## config.mk

```make
export PLATFORM = sky130hd
export DESIGN_NAME = cam_frame_capture_flat
export DESIGN_NICKNAME = d
export VERILOG_FILES = /design/src/rtl/cam_pkg.sv /design/src/rtl/cam_frame_capture_if.sv /design/src/rtl/cam_sync_fifo.sv /design/src/rtl/cam_frame_capture.sv /design/src/flat_wrapper.sv
export SDC_FILE = /design/constraint.sdc
export NUM_CORES = 1
export LEC_CHECK = 0
export BUFFER_PORTS_ARGS = -buffer_cell sky130_fd_sc_hd__buf_2
export CAP_MARGIN = 20
export CORE_MARGIN = 3
export CORE_UTILIZATION = 40
export DETAILED_ROUTE_END_ITERATION = 6
export PLACE_DENSITY = 0.53
export SETUP_SLACK_MARGIN = 0.3
export SYNTH_ARGS = -nofsm -noshare
export SYNTH_HDL_FRONTEND = slang
export SYNTH_HIERARCHICAL = 1
export SYNTH_SLANG_ARGS = --single-unit
```

## constraint.sdc

```tcl
create_clock -name clkin -period 10.9 [get_ports clkin]
set_clock_uncertainty 0.05 [all_clocks]
set_input_delay 2.18 -clock clkin [delete_from_list [all_inputs] [get_ports clkin]]
set_output_delay 2.18 -clock clkin [all_outputs]
set_load 0.1 [all_outputs]
```

## src/rtl/cam_pkg.sv

```systemverilog
// Shared types and default widths for the camera capture path.
package cam_pkg;

    localparam int unsigned DATA_W = 8;
    localparam int unsigned COL_W  = 12;
    localparam int unsigned ROW_W  = 11;

    typedef enum logic [2:0] {
        StIdle,
        StWaitLow,
        StWaitSof,
        StCapture,
        StDone
    } cam_state_e;

    // One tagged pixel as it leaves the capture block.
    typedef struct packed {
        logic [DATA_W-1:0] data;
        logic [COL_W-1:0]  col;
        logic [ROW_W-1:0]  row;
        logic              sof;
    } pix_beat_t;

endpackage

```

## src/rtl/cam_frame_capture_if.sv

```systemverilog
// Tagged pixel stream (valid/ready) from the capture block to the buffer writer.
interface cam_frame_capture_if #(
    parameter int unsigned DATA_W = cam_pkg::DATA_W,
    parameter int unsigned COL_W  = cam_pkg::COL_W,
    parameter int unsigned ROW_W  = cam_pkg::ROW_W
) ();

    logic              out_valid;
    logic              out_ready;
    logic [DATA_W-1:0] out_data;
    logic [COL_W-1:0]  out_col;
    logic [ROW_W-1:0]  out_row;
    logic              out_sof;
    logic              out_eol;

    modport master (
        output out_valid, out_data, out_col, out_row, out_sof, out_eol,
        input  out_ready
    );

    modport slave (
        input  out_valid, out_data, out_col, out_row, out_sof, out_eol,
        output out_ready
    );

endinterface

```

## src/rtl/cam_sync_fifo.sv

```systemverilog
// Single-clock show-ahead FIFO with synchronous flush. DEPTH must be a power of 2, >= 2.
module cam_sync_fifo #(
    parameter int unsigned WIDTH = 8,
    parameter int unsigned DEPTH = 4
) (
    input  logic             clkin,
    input  logic             reset,
    input  logic             flush,
    input  logic             push,
    input  logic [WIDTH-1:0] push_data,
    output logic             full,
    input  logic             pop,
    output logic [WIDTH-1:0] pop_data,
    output logic             empty
);

    localparam int unsigned PTR_W = $clog2(DEPTH);
    localparam logic [PTR_W:0] FULL_COUNT = (PTR_W + 1)'(DEPTH);

    logic [WIDTH-1:0] mem [DEPTH];
    logic [PTR_W-1:0] wr_ptr_q, rd_ptr_q;
    logic [PTR_W:0]   count_q;
    logic             do_push, do_pop;

    assign empty = (count_q == '0);
    assign full  = (count_q == FULL_COUNT);
    // A pop in the same cycle frees the slot, so a full FIFO can still take a push.
    assign do_pop  = pop & ~empty;
    assign do_push = push & (~full | do_pop);
    // Zero when empty so the stream fields never show stale or unwritten storage.
    assign pop_data = empty ? '0 : mem[rd_ptr_q];

    // Pointer and occupancy bookkeeping; flush discards everything including this cycle's ops.
    always_ff @(posedge clkin or posedge reset) begin
        if (reset) begin
            wr_ptr_q <= '0;
            rd_ptr_q <= '0;
            count_q  <= '0;
        end else if (flush) begin
            wr_ptr_q <= '0;
            rd_ptr_q <= '0;
            count_q  <= '0;
        end else begin
            if (do_push) wr_ptr_q <= wr_ptr_q + PTR_W'(1);
            if (do_pop)  rd_ptr_q <= rd_ptr_q + PTR_W'(1);
            if (do_push && !do_pop) count_q <= count_q + (PTR_W + 1)'(1);
            else if (do_pop && !do_push) count_q <= count_q - (PTR_W + 1)'(1);
        end
    end

    // Storage write.
    always_ff @(posedge clkin) begin
        if (do_push && !flush) mem[wr_ptr_q] <= push_data;
    end

endmodule

```

## src/rtl/cam_frame_capture.sv

```systemverilog
// Captures one whole camera frame on request and streams tagged pixels into clkin domain.
module cam_frame_capture #(
    parameter int unsigned DATA_W      = 8,
    parameter int unsigned SYNC_STAGES = 2,
    parameter int unsigned COL_W       = 12,
    parameter int unsigned ROW_W       = 11,
    parameter int unsigned FIFO_DEPTH  = 4
) (
    input  logic                clkin,
    input  logic                reset,
    input  logic                pixclk,
    input  logic                fv,
    input  logic                lv,
    input  logic [DATA_W-1:0]   pix_data,
    input  logic                arm,
    input  logic                abort,
    cam_frame_capture_if.master pix_out,
    output logic                busy,
    output logic                frame_done,
    output logic [ROW_W-1:0]    frame_rows,
    output logic [COL_W-1:0]    frame_cols,
    output logic                err_overflow,
    output logic                err_linelen
);

    import cam_pkg::*;

    localparam int unsigned BEAT_W = DATA_W + COL_W + ROW_W + 1;
    localparam logic [COL_W-1:0] COL_MAX = '1;
    localparam logic [ROW_W-1:0] ROW_MAX = '1;

    logic [SYNC_STAGES-1:0] pclk_sync, fv_sync, lv_sync;
    logic [DATA_W-1:0]      data_sync [SYNC_STAGES];
    logic                   pclk_d, fv_d, lv_d;
    logic                   pclk_s, fv_s, lv_s;

    logic                   pclk_rise_q, fv_rise_q, fv_fall_q, lv_fall_q, fv_q, lv_q;
    logic [DATA_W-1:0]      data_q;

    cam_state_e             state_q, state_d;
    logic [ROW_W-1:0]       row_q, row_d, frame_rows_q, frame_rows_d;
    logic [COL_W-1:0]       col_q, col_d, col_next, line_len_q, line_len_d;
    logic [COL_W-1:0]       frame_cols_q, frame_cols_d;
    logic                   first_line_q, first_line_d;
    logic                   err_linelen_q, err_linelen_d, err_overflow_q, err_overflow_d;
    logic                   frame_done_q, frame_done_d;

    logic                   pix_ev, push, pop, flush, fifo_full, fifo_empty;
    logic [BEAT_W-1:0]      push_beat, fifo_out;

    assign pclk_s = pclk_sync[SYNC_STAGES-1];
    assign fv_s   = fv_sync[SYNC_STAGES-1];
    assign lv_s   = lv_sync[SYNC_STAGES-1];

    // Synchronisers plus one delayed copy for edge detection; data chain matches pixclk depth.
    always_ff @(posedge clkin or posedge reset) begin
        if (reset) begin
            pclk_sync <= '0;
            fv_sync   <= '0;
            lv_sync   <= '0;
            for (int i = 0; i < SYNC_STAGES; i++) data_sync[i] <= '0;
            pclk_d    <= 1'b0;
            fv_d      <= 1'b0;
            lv_d      <= 1'b0;
        end else begin
            pclk_sync <= {pclk_sync[SYNC_STAGES-2:0], pixclk};
            fv_sync   <= {fv_sync[SYNC_STAGES-2:0], fv};
            lv_sync   <= {lv_sync[SYNC_STAGES-2:0], lv};
            data_sync[0] <= pix_data;
            for (int i = 1; i < SYNC_STAGES; i++) data_sync[i] <= data_sync[i-1];
            pclk_d    <= pclk_s;
            fv_d      <= fv_s;
            lv_d      <= lv_s;
        end
    end

    // Registered edge strobes and levels, keeping data aligned with the pixclk strobe.
    always_ff @(posedge clkin or posedge reset) begin
        if (reset) begin
            pclk_rise_q <= 1'b0;
            fv_rise_q   <= 1'b0;
            fv_fall_q   <= 1'b0;
            lv_fall_q   <= 1'b0;
            fv_q        <= 1'b0;
            lv_q        <= 1'b0;
            data_q      <= '0;
        end else begin
            pclk_rise_q <= pclk_s & ~pclk_d;
            fv_rise_q   <= fv_s & ~fv_d;
            fv_fall_q   <= ~fv_s & fv_d;
            lv_fall_q   <= ~lv_s & lv_d;
            fv_q        <= fv_s;
            lv_q        <= lv_s;
            data_q      <= data_sync[SYNC_STAGES-1];
        end
    end

    assign pix_ev    = pclk_rise_q & fv_q & lv_q;
    assign pop       = ~fifo_empty & pix_out.out_ready;
    assign push_beat = {data_q, col_q, row_q, (row_q == '0) && (col_q == '0)};

    // State register and capture bookkeeping.
    always_ff @(posedge clkin or posedge reset) begin
        if (reset) begin
            state_q        <= StIdle;
            row_q          <= '0;
            col_q          <= '0;
            line_len_q     <= '0;
            first_line_q   <= 1'b0;
            frame_rows_q   <= '0;
            frame_cols_q   <= '0;
            frame_done_q   <= 1'b0;
            err_linelen_q  <= 1'b0;
            err_overflow_q <= 1'b0;
        end else begin
            state_q        <= state_d;
            row_q          <= row_d;
            col_q          <= col_d;
            line_len_q     <= line_len_d;
            first_line_q   <= first_line_d;
            frame_rows_q   <= frame_rows_d;
            frame_cols_q   <= frame_cols_d;
            frame_done_q   <= frame_done_d;
            err_linelen_q  <= err_linelen_d;
            err_overflow_q <= err_overflow_d;
        end
    end

    // Next-state, counters, FIFO push/flush and status updates.
    always_comb begin
        state_d        = state_q;
        row_d          = row_q;
        col_d          = col_q;
        col_next       = col_q;
        line_len_d     = line_len_q;
        first_line_d   = first_line_q;
        frame_rows_d   = frame_rows_q;
        frame_cols_d   = frame_cols_q;
        frame_done_d   = 1'b0;
        err_linelen_d  = err_linelen_q;
        err_overflow_d = err_overflow_q;
        push           = 1'b0;
        flush          = 1'b0;

        if (abort && state_q != StIdle) begin
            state_d = StIdle;
            flush   = 1'b1;
        end else begin
            unique case (state_q)
                StIdle: begin
                    if (arm) begin
                        state_d        = StWaitLow;
                        err_linelen_d  = 1'b0;
                        err_overflow_d = 1'b0;
                    end
                end
                // Arming mid-frame lands here, so the current frame is skipped.
                StWaitLow: begin
                    if (!fv_q) state_d = StWaitSof;
                end
                StWaitSof: begin
                    if (fv_rise_q) begin
                        state_d      = StCapture;
                        row_d        = '0;
                        col_d        = '0;
                        line_len_d   = '0;
                        first_line_d = 1'b1;
                    end
                end
                StCapture: begin
                    if (pix_ev) begin
                        push = 1'b1;
                        if (col_q == COL_MAX) err_linelen_d = 1'b1;
                        else col_next = col_q + COL_W'(1);
                    end
                    // Line close sees the pixel pushed this cycle; a partial line at fv_fall counts.
                    if ((lv_fall_q || fv_fall_q) && col_next != '0) begin
                        if (first_line_q) line_len_d = col_next;
                        else if (col_next != line_len_q) err_linelen_d = 1'b1;
                        if (row_q != ROW_MAX) row_d = row_q + ROW_W'(1);
                        col_next     = '0;
                        first_line_d = 1'b0;
                    end
                    col_d = col_next;
                    if (fv_fall_q) state_d = StDone;
                end
                StDone: begin
                    state_d      = StIdle;
                    frame_done_d = 1'b1;
                    frame_rows_d = row_q;
                    frame_cols_d = line_len_q;
                end
                default: state_d = StIdle;
            endcase
        end

        if (push && fifo_full && !pop) err_overflow_d = 1'b1;
    end

    cam_sync_fifo #(
        .WIDTH (BEAT_W),
        .DEPTH (FIFO_DEPTH)
    ) u_fifo (
        .clkin     (clkin),
        .reset     (reset),
        .flush     (flush),
        .push      (push),
        .push_data (push_beat),
        .full      (fifo_full),
        .pop       (pop),
        .pop_data  (fifo_out),
        .empty     (fifo_empty)
    );

    assign pix_out.out_valid = ~fifo_empty;
    assign pix_out.out_sof   = fifo_out[0];
    assign pix_out.out_row   = fifo_out[ROW_W:1];
    assign pix_out.out_col   = fifo_out[COL_W+ROW_W:ROW_W+1];
    assign pix_out.out_data  = fifo_out[BEAT_W-1:COL_W+ROW_W+1];
    assign pix_out.out_eol   = 1'b0;

    assign busy         = (state_q != StIdle);
    assign frame_done   = frame_done_q;
    assign frame_rows   = frame_rows_q;
    assign frame_cols   = frame_cols_q;
    assign err_overflow = err_overflow_q;
    assign err_linelen  = err_linelen_q;

endmodule

```

## src/flat_wrapper.sv

```systemverilog
// flat-port wrapper written by rule: the top's interface ports become plain ports
module cam_frame_capture_flat import cam_pkg::*;
#(
    parameter int unsigned DATA_W      = 8,
    parameter int unsigned SYNC_STAGES = 2,
    parameter int unsigned COL_W       = 12,
    parameter int unsigned ROW_W       = 11,
    parameter int unsigned FIFO_DEPTH  = 4
)
  (clkin, reset, pixclk, fv, lv, pix_data, arm, abort, busy, frame_done, frame_rows, frame_cols, err_overflow, err_linelen, pix_out_out_valid, pix_out_out_data, pix_out_out_col, pix_out_out_row, pix_out_out_sof, pix_out_out_eol, pix_out_out_ready);
  cam_frame_capture_if #(.DATA_W(DATA_W), .COL_W(COL_W), .ROW_W(ROW_W)) pix_out_i ();
  input  logic clkin;
  input  logic reset;
  input  logic pixclk;
  input  logic fv;
  input  logic lv;
  input  logic [DATA_W-1:0] pix_data;
  input  logic arm;
  input  logic abort;
  output logic busy;
  output logic frame_done;
  output logic [ROW_W-1:0] frame_rows;
  output logic [COL_W-1:0] frame_cols;
  output logic err_overflow;
  output logic err_linelen;
  output wire logic [$bits(pix_out_i.out_valid)-1:0] pix_out_out_valid;
  output wire logic [$bits(pix_out_i.out_data)-1:0] pix_out_out_data;
  output wire logic [$bits(pix_out_i.out_col)-1:0] pix_out_out_col;
  output wire logic [$bits(pix_out_i.out_row)-1:0] pix_out_out_row;
  output wire logic [$bits(pix_out_i.out_sof)-1:0] pix_out_out_sof;
  output wire logic [$bits(pix_out_i.out_eol)-1:0] pix_out_out_eol;
  input wire logic [$bits(pix_out_i.out_ready)-1:0] pix_out_out_ready;
  assign pix_out_out_valid = pix_out_i.out_valid;
  assign pix_out_out_data = pix_out_i.out_data;
  assign pix_out_out_col = pix_out_i.out_col;
  assign pix_out_out_row = pix_out_i.out_row;
  assign pix_out_out_sof = pix_out_i.out_sof;
  assign pix_out_out_eol = pix_out_i.out_eol;
  assign pix_out_i.out_ready = pix_out_out_ready;
  cam_frame_capture #(.DATA_W(DATA_W), .SYNC_STAGES(SYNC_STAGES), .COL_W(COL_W), .ROW_W(ROW_W), .FIFO_DEPTH(FIFO_DEPTH)) u_core (.clkin(clkin), .reset(reset), .pixclk(pixclk), .fv(fv), .lv(lv), .pix_data(pix_data), .arm(arm), .abort(abort), .pix_out(pix_out_i), .busy(busy), .frame_done(frame_done), .frame_rows(frame_rows), .frame_cols(frame_cols), .err_overflow(err_overflow), .err_linelen(err_linelen));
endmodule
```

==> results.ini, run 1 <==
[timing]
setup_viol = 0
finalCriticalPeriod_ns = 4.90
drv_slew = 0
hold_viol = 0
worstMarginPinSlew_ns = 0.837
slew_headroom_pct = 44.2
fmax_mhz = 204
fin_crit_sh_pct = 45.0
finalSetupTns_ns = 0
rsz0062_at_grt = no
whs_ns = 0.296

[critical_path]
worstPathRequired_ns = 8.67
critPathLaunch = u_core/u_fifo/rd_ptr_q[0]$_DFFE_PP0P_
r2r_setup_slack_ns = 7.08
r2r-start = u_core/col_q[0]$_DFFE_PP0P_
path_max_fanout = 25
crit_end = pix_out_out_col[3]
arrival_ns = 2.67
r2r_cells = 9
reg2reg_to = u_core/col_q[1]$_DFFE_PP0P_
crit_path_start_kind = register
critPathKind = register to output pin
endpoint_kind = output pin

[routing]
avgRoutedWirePerCell_um = 19.4
wl_met3_um = 1220
route.vias.total = 5942
drt-total-wl_um = 21300
drcViolationCount = 0
highest_layer = met4
wl_met1_um = 9290
route.antenna.remaining_nets = 0
dr.pass1.iters = 5
vias_per_cell = 5.42
drt_iter0_markers = 546
route.met2.wl_um = 10300

[synth]
synth_mux_area_share_pct = 11.3
synthAdderAreaFrac_pct = 1.18
ys_ff_latch = 237
ys_types = 75
netlist.area_leader.share_pct = 37.9
yosysTopAreaCell = edfxtp_1
syn_area_um2 = 10100
synth-edff-count = 128
synth.area.top_cells = edfxtp_1, dfrtp_1, mux4_2, mux2_2, nor2b_1
postSynth.asyncResetShare_pct = 46.0
syn_nets = 704
synth_compound_area_share_pct = 7.02
synth_xor_xnor_area_share_pct = 1.73
synth_top_family_by_area = multiplexers
syn_avg_cell_area_um2 = 14.9
ys_warn_count = 6
synth_seq_area_share_pct = 64.8
synth-main-ff-cell = edfxtp_1
syn_inst = 679
yosys.area_share.simple_pct = 10.8

[layout]
fill_cells = 2160
final_nets = 779
diodes = 0
final_common_cell = edfxtp_1
area_growth_pct = 15.2
drive_above_1_share_pct = 27.7
final_cell_mix = edfxtp_1, dfrtp_1, buf_2

[grt]
antenna_found_initial = 0
grt_max_degree = 79
grt_pass1_wl_um = 34000
gr-usage-all-layers_pct = 16.0
grt.overflow.total = 0
grt_pass1_vias = 6172

[pwr]
power_density_nw_per_um2 = 201
leakage_nw = 4.64
ir_drop_mv = 0.203

[floorplan]
rows = 57
die_area_um2 = 27300
num_io_pins = 77
die_y_um = 165
die_w_um = 165
start_util_pct = 41.2
core_um2 = 24600

[clock_tree]
clock_sinks = 237
cts_buffers = 26
postCtsSetupRepairBufs = 0
clock_latency_ns = 0.53
cts_tree = built
cts_max_level = 1
cts_resized = 0
hold_buffers = 0
cts.path.max_buffers = 3
path_clk_slew_ns = 0.06
cts-root-buf = clkbuf_16

[placed_design]
gp_congestion = 0.831
hpwl_um = 13600
port_buffers = 75

[worst_hold_path]
hold_path_class = register to register

[run]
maxCapViolCount = 0

[outcome]
status = finished, final reports clean

sequential cells by signal, summed over array words and instances (netlist names), 3 cells and up:
signal	count
u_core/row_q	11
u_core/data_q	8
u_core/line_len_q	12
u_core/state_q	3
u_core/frame_cols	12
u_core/frame_rows	11
u_core/u_fifo/count_q	3
u_core/data_sync	16
u_core/u_fifo/mem	128
u_core/col_q	12
cells in the mapped netlist (all sizes together) (4+ instances only):
master / n
nor4: 7
nor2b: 26
o21ai: 15
mux2: 28
and2b: 12
nand3: 18
ha: 8
inv: 24
xnor2: 10
a31oi: 8
o2bb2ai: 8
nor2: 32
nor3b: 4
buf: 29
xor2: 10
o31ai: 4
edfxtp: 128
nand2: 28
nor3: 14
a311oi: 4
dfrtp: 109
a21oi: 18
and3: 7
a22o: 6
clkbuf: 10
nand2b: 6
mux2i: 8
nand4: 10
mux4: 33
or3: 10
worst max-delay path, cell delays in order (launching register included):
cell     delay (ns)
dfrtp_2        0.57
buf_4          0.51
mux4_2         0.60
nor2b_1        0.15
buf_2          0.30
worst min-delay path by stage:
stage	depth (start not counted)	slack [ns]	startpoint	end
final	0	0.30	u_core/data_sync[0]$_DFF_PP0_	u_core/data_q[0]$_DFF_PP0_
after floorplan	0	0.28	u_core/data_sync[0]$_DFF_PP0_	u_core/data_q[0]$_DFF_PP0_
after CTS	0	0.30	u_core/data_sync[0]$_DFF_PP0_	u_core/data_q[0]$_DFF_PP0_
after global routing	0	0.30	u_core/lv_sync[0]$_DFF_PP0_	u_core/lv_sync[1]$_DFF_PP0_
after detailed placement	0	0.28	u_core/data_sync[0]$_DFF_PP0_	u_core/data_q[0]$_DFF_PP0_
after global placement	0	0.28	u_core/data_sync[12]$_DFF_PP0_	u_core/data_sync[4]$_DFF_PP0_
power breakdown:
group	total (W)	leakage, nW	internal (W)	switching, W
combinational	0.000437	1.58	0.000112	0.000324
sequential	0.00107	2.64	0.000992	0.0000736
clock	0.000844	0.415	0.000506	0.000338
cells by family after synthesis:
group | after synthesis
buf+inv | 63
fa+ha+maj | 9
xor+xnor | 20
compound gates | 93
other cells | 1
simple gates | 187
mux | 69
flops | 237
area by class of cell:
type                       instances  area, um^2  area share (%)
clock inverter                     9        91.3           0.782
tap                              324         405            3.47
multi-input combinational        379        3280            28.1
sequential                       237        6570            56.3
timing repair buffer              86         478            4.09
inverter                          24        92.6           0.793
clock buffer                      38         757            6.48
routing by layer:
| layer | GRT usage (%) | vias up |
|---|---|---|
| met1 | 22.0 | 3010 |
| met2 | 26.1 | 184 |
| met4 | 5.11 | 0 |
| met5 | 0 | - |
| met3 | 2.82 | 40 |
| li1 | - | 2708 |
metrics by stage:
stage / utilization (%) / total power [W] / area, um^2 / instances / setup WS, ns
final: 47.5 / 0.00235 / 11700 / 1097 / 6.00
after global routing: 47.5 / 0.00245 / 11700 / 1097 / 5.81
after global placement: 43.9 / 0.00151 / 10800 / 1048 / 6.27
after detailed placement: 43.9 / 0.00152 / 10800 / 1048 / 6.14
after floorplan: - / 0.00142 / 10100 / 679 / 4.91
after CTS: 47.3 / 0.00238 / 11600 / 1095 / 5.89
Note: power is estimated with default switching activity, not from simulation.
==> run 2: changes to the inputs <==
- clock period: 10.9 -> 4.95 ns (I/O delays scaled with it)
==> results.ini, run 2 (synthesis results as in run 1) <==
[grt]
grt_max_degree = 76
grt_pass1_vias = 6199
gr-usage-all-layers_pct = 16.6
grt_pass1_wl_um = 35200
grt.overflow.total = 0
antenna_found_initial = 0

[layout]
seq_area_um2 = 6570
top_regs = u_core/u_fifo/mem: 128 flops, u_core/data_sync: 16 flops
multiInputGateArea_um2 = 3280
fill_cells = 2170
drive_above_1_share_pct = 27.7
final_cell_mix = edfxtp_1, dfrtp_1, buf_2
top_register = u_core/u_fifo/mem
fin_util_pct = 47.8
area_growth_pct = 16.0
largest_register_ff_count = 128
final_common_cell = edfxtp_1
diodes = 0
final_nets = 781
fin_cells = 1101

[clock_tree]
hold_buffers = 0
cts_resized = 0
cts_tree = built
path_clk_slew_ns = 0.06
cts.path.max_buffers = 3
cts_max_level = 1
cts-root-buf = clkbuf_16
clock_sinks = 237
clock_latency_ns = 0.54
postCtsSetupRepairBufs = 0
cts_buffers = 27

[timing]
finalCriticalPeriod_ns = 3.87
setup_ws_ns = 1.08
fmax_mhz = 258
setup_viol = 0
rsz0062_at_grt = no
whs_ns = 0.297
hold_viol = 0
worstMarginPinSlew_ns = 0.836
drv_slew = 0
fin_crit_sh_pct = 78.2
slew_headroom_pct = 44.2

[routing]
dr.pass1.iters = 4
route.vias.total = 6021
route.antenna.remaining_nets = 0
drcViolationCount = 0
drt_iter0_markers = 447
vias_per_cell = 5.47
drt-total-wl_um = 22200
avgRoutedWirePerCell_um = 20.2

[placed_design]
port_buffers = 75
post-place-ws_ns = 1.18
dp.cells = 1050
gp_congestion = 0.862
hpwl_um = 14400

[floorplan]
rows = 57
die_y_um = 165
core_um2 = 24600
die_w_um = 165
die_area_um2 = 27300
num_io_pins = 77
start_util_pct = 41.2

[critical_path]
endpoint_kind = output pin
crit_path_start_kind = register
critPathKind = register to output pin
arrival_ns = 2.83
worstPathRequired_ns = 3.91
path_max_fanout = 20

[run]
maxCapViolCount = 0

[worst_hold_path]
hold_path_class = register to register

[pwr]
p_total_w = 0.00535
power_density_nw_per_um2 = 455
ir_drop_mv = 0.264
leakage_nw = 4.67

[outcome]
status = finished, final reports clean

## run 2: path summary, 6_finish.rpt
check                                                            from                                to  slack, ns  cells past startpoint
min in group asynchronous                                       reset     u_core/data_sync[6]$_DFF_PP0_       0.32                      2
worst max-delay path            u_core/u_fifo/rd_ptr_q[0]$_DFFE_PP0P_                pix_out_out_col[0]       1.08                      4
worst min register to register          u_core/pclk_sync[0]$_DFF_PP0_     u_core/pclk_sync[1]$_DFF_PP0_       0.30                      0
max in group asynchronous                                       reset  u_core/frame_cols[9]$_DFFE_PP0P_       3.54                      4
worst min-delay path                    u_core/pclk_sync[0]$_DFF_PP0_     u_core/pclk_sync[1]$_DFF_PP0_       0.30                      0
worst max register to register            u_core/col_q[1]$_DFFE_PP0P_       u_core/col_q[1]$_DFFE_PP0P_       1.42                      9
## run 2: area by class of cell
| class | count | share of cell area (%) |
|---|---|---|
| clock buffer | 33 | 6.12 |
| clock inverter | 17 | 1.73 |
| inverter | 24 | 0.787 |
| multi-input combinational | 379 | 27.9 |
| sequential | 237 | 55.9 |
| tap | 324 | 3.45 |
| timing repair buffer | 87 | 4.13 |
## run 2: power by group
group	total, W	internal (W)	switching (W)
Sequential	0.00235	0.00218	0.000163
Clock	0.00204	0.00125	0.000789
Combinational	0.000966	0.000249	0.000717
## run 2: layer usage
layer | GRT usage (%) | vias up | part of all wire (%)
li1 | - | 2720 | -
met1 | 23.1 | 3105 | 45
met2 | 27.4 | 161 | 48
met3 | 2.62 | 35 | 4.5
met4 | 4.23 | 0 | 2.2
met5 | 0 | - | 0
## run 2: worst max-delay path: stages, from the launching register on
cell and delay (ns):
dfrtp_2 0.79, buf_4 0.43, mux4_2 0.57, and2b_1 0.19, buf_2 0.29
## run 2: metrics by stage
step	TNS [ns]	instance area (um^2)
floorplan	-28.82	10100
global placement	0	10800
detailed placement	0	10800
CTS	0	11700
global route	0	11800
finish	0	11800
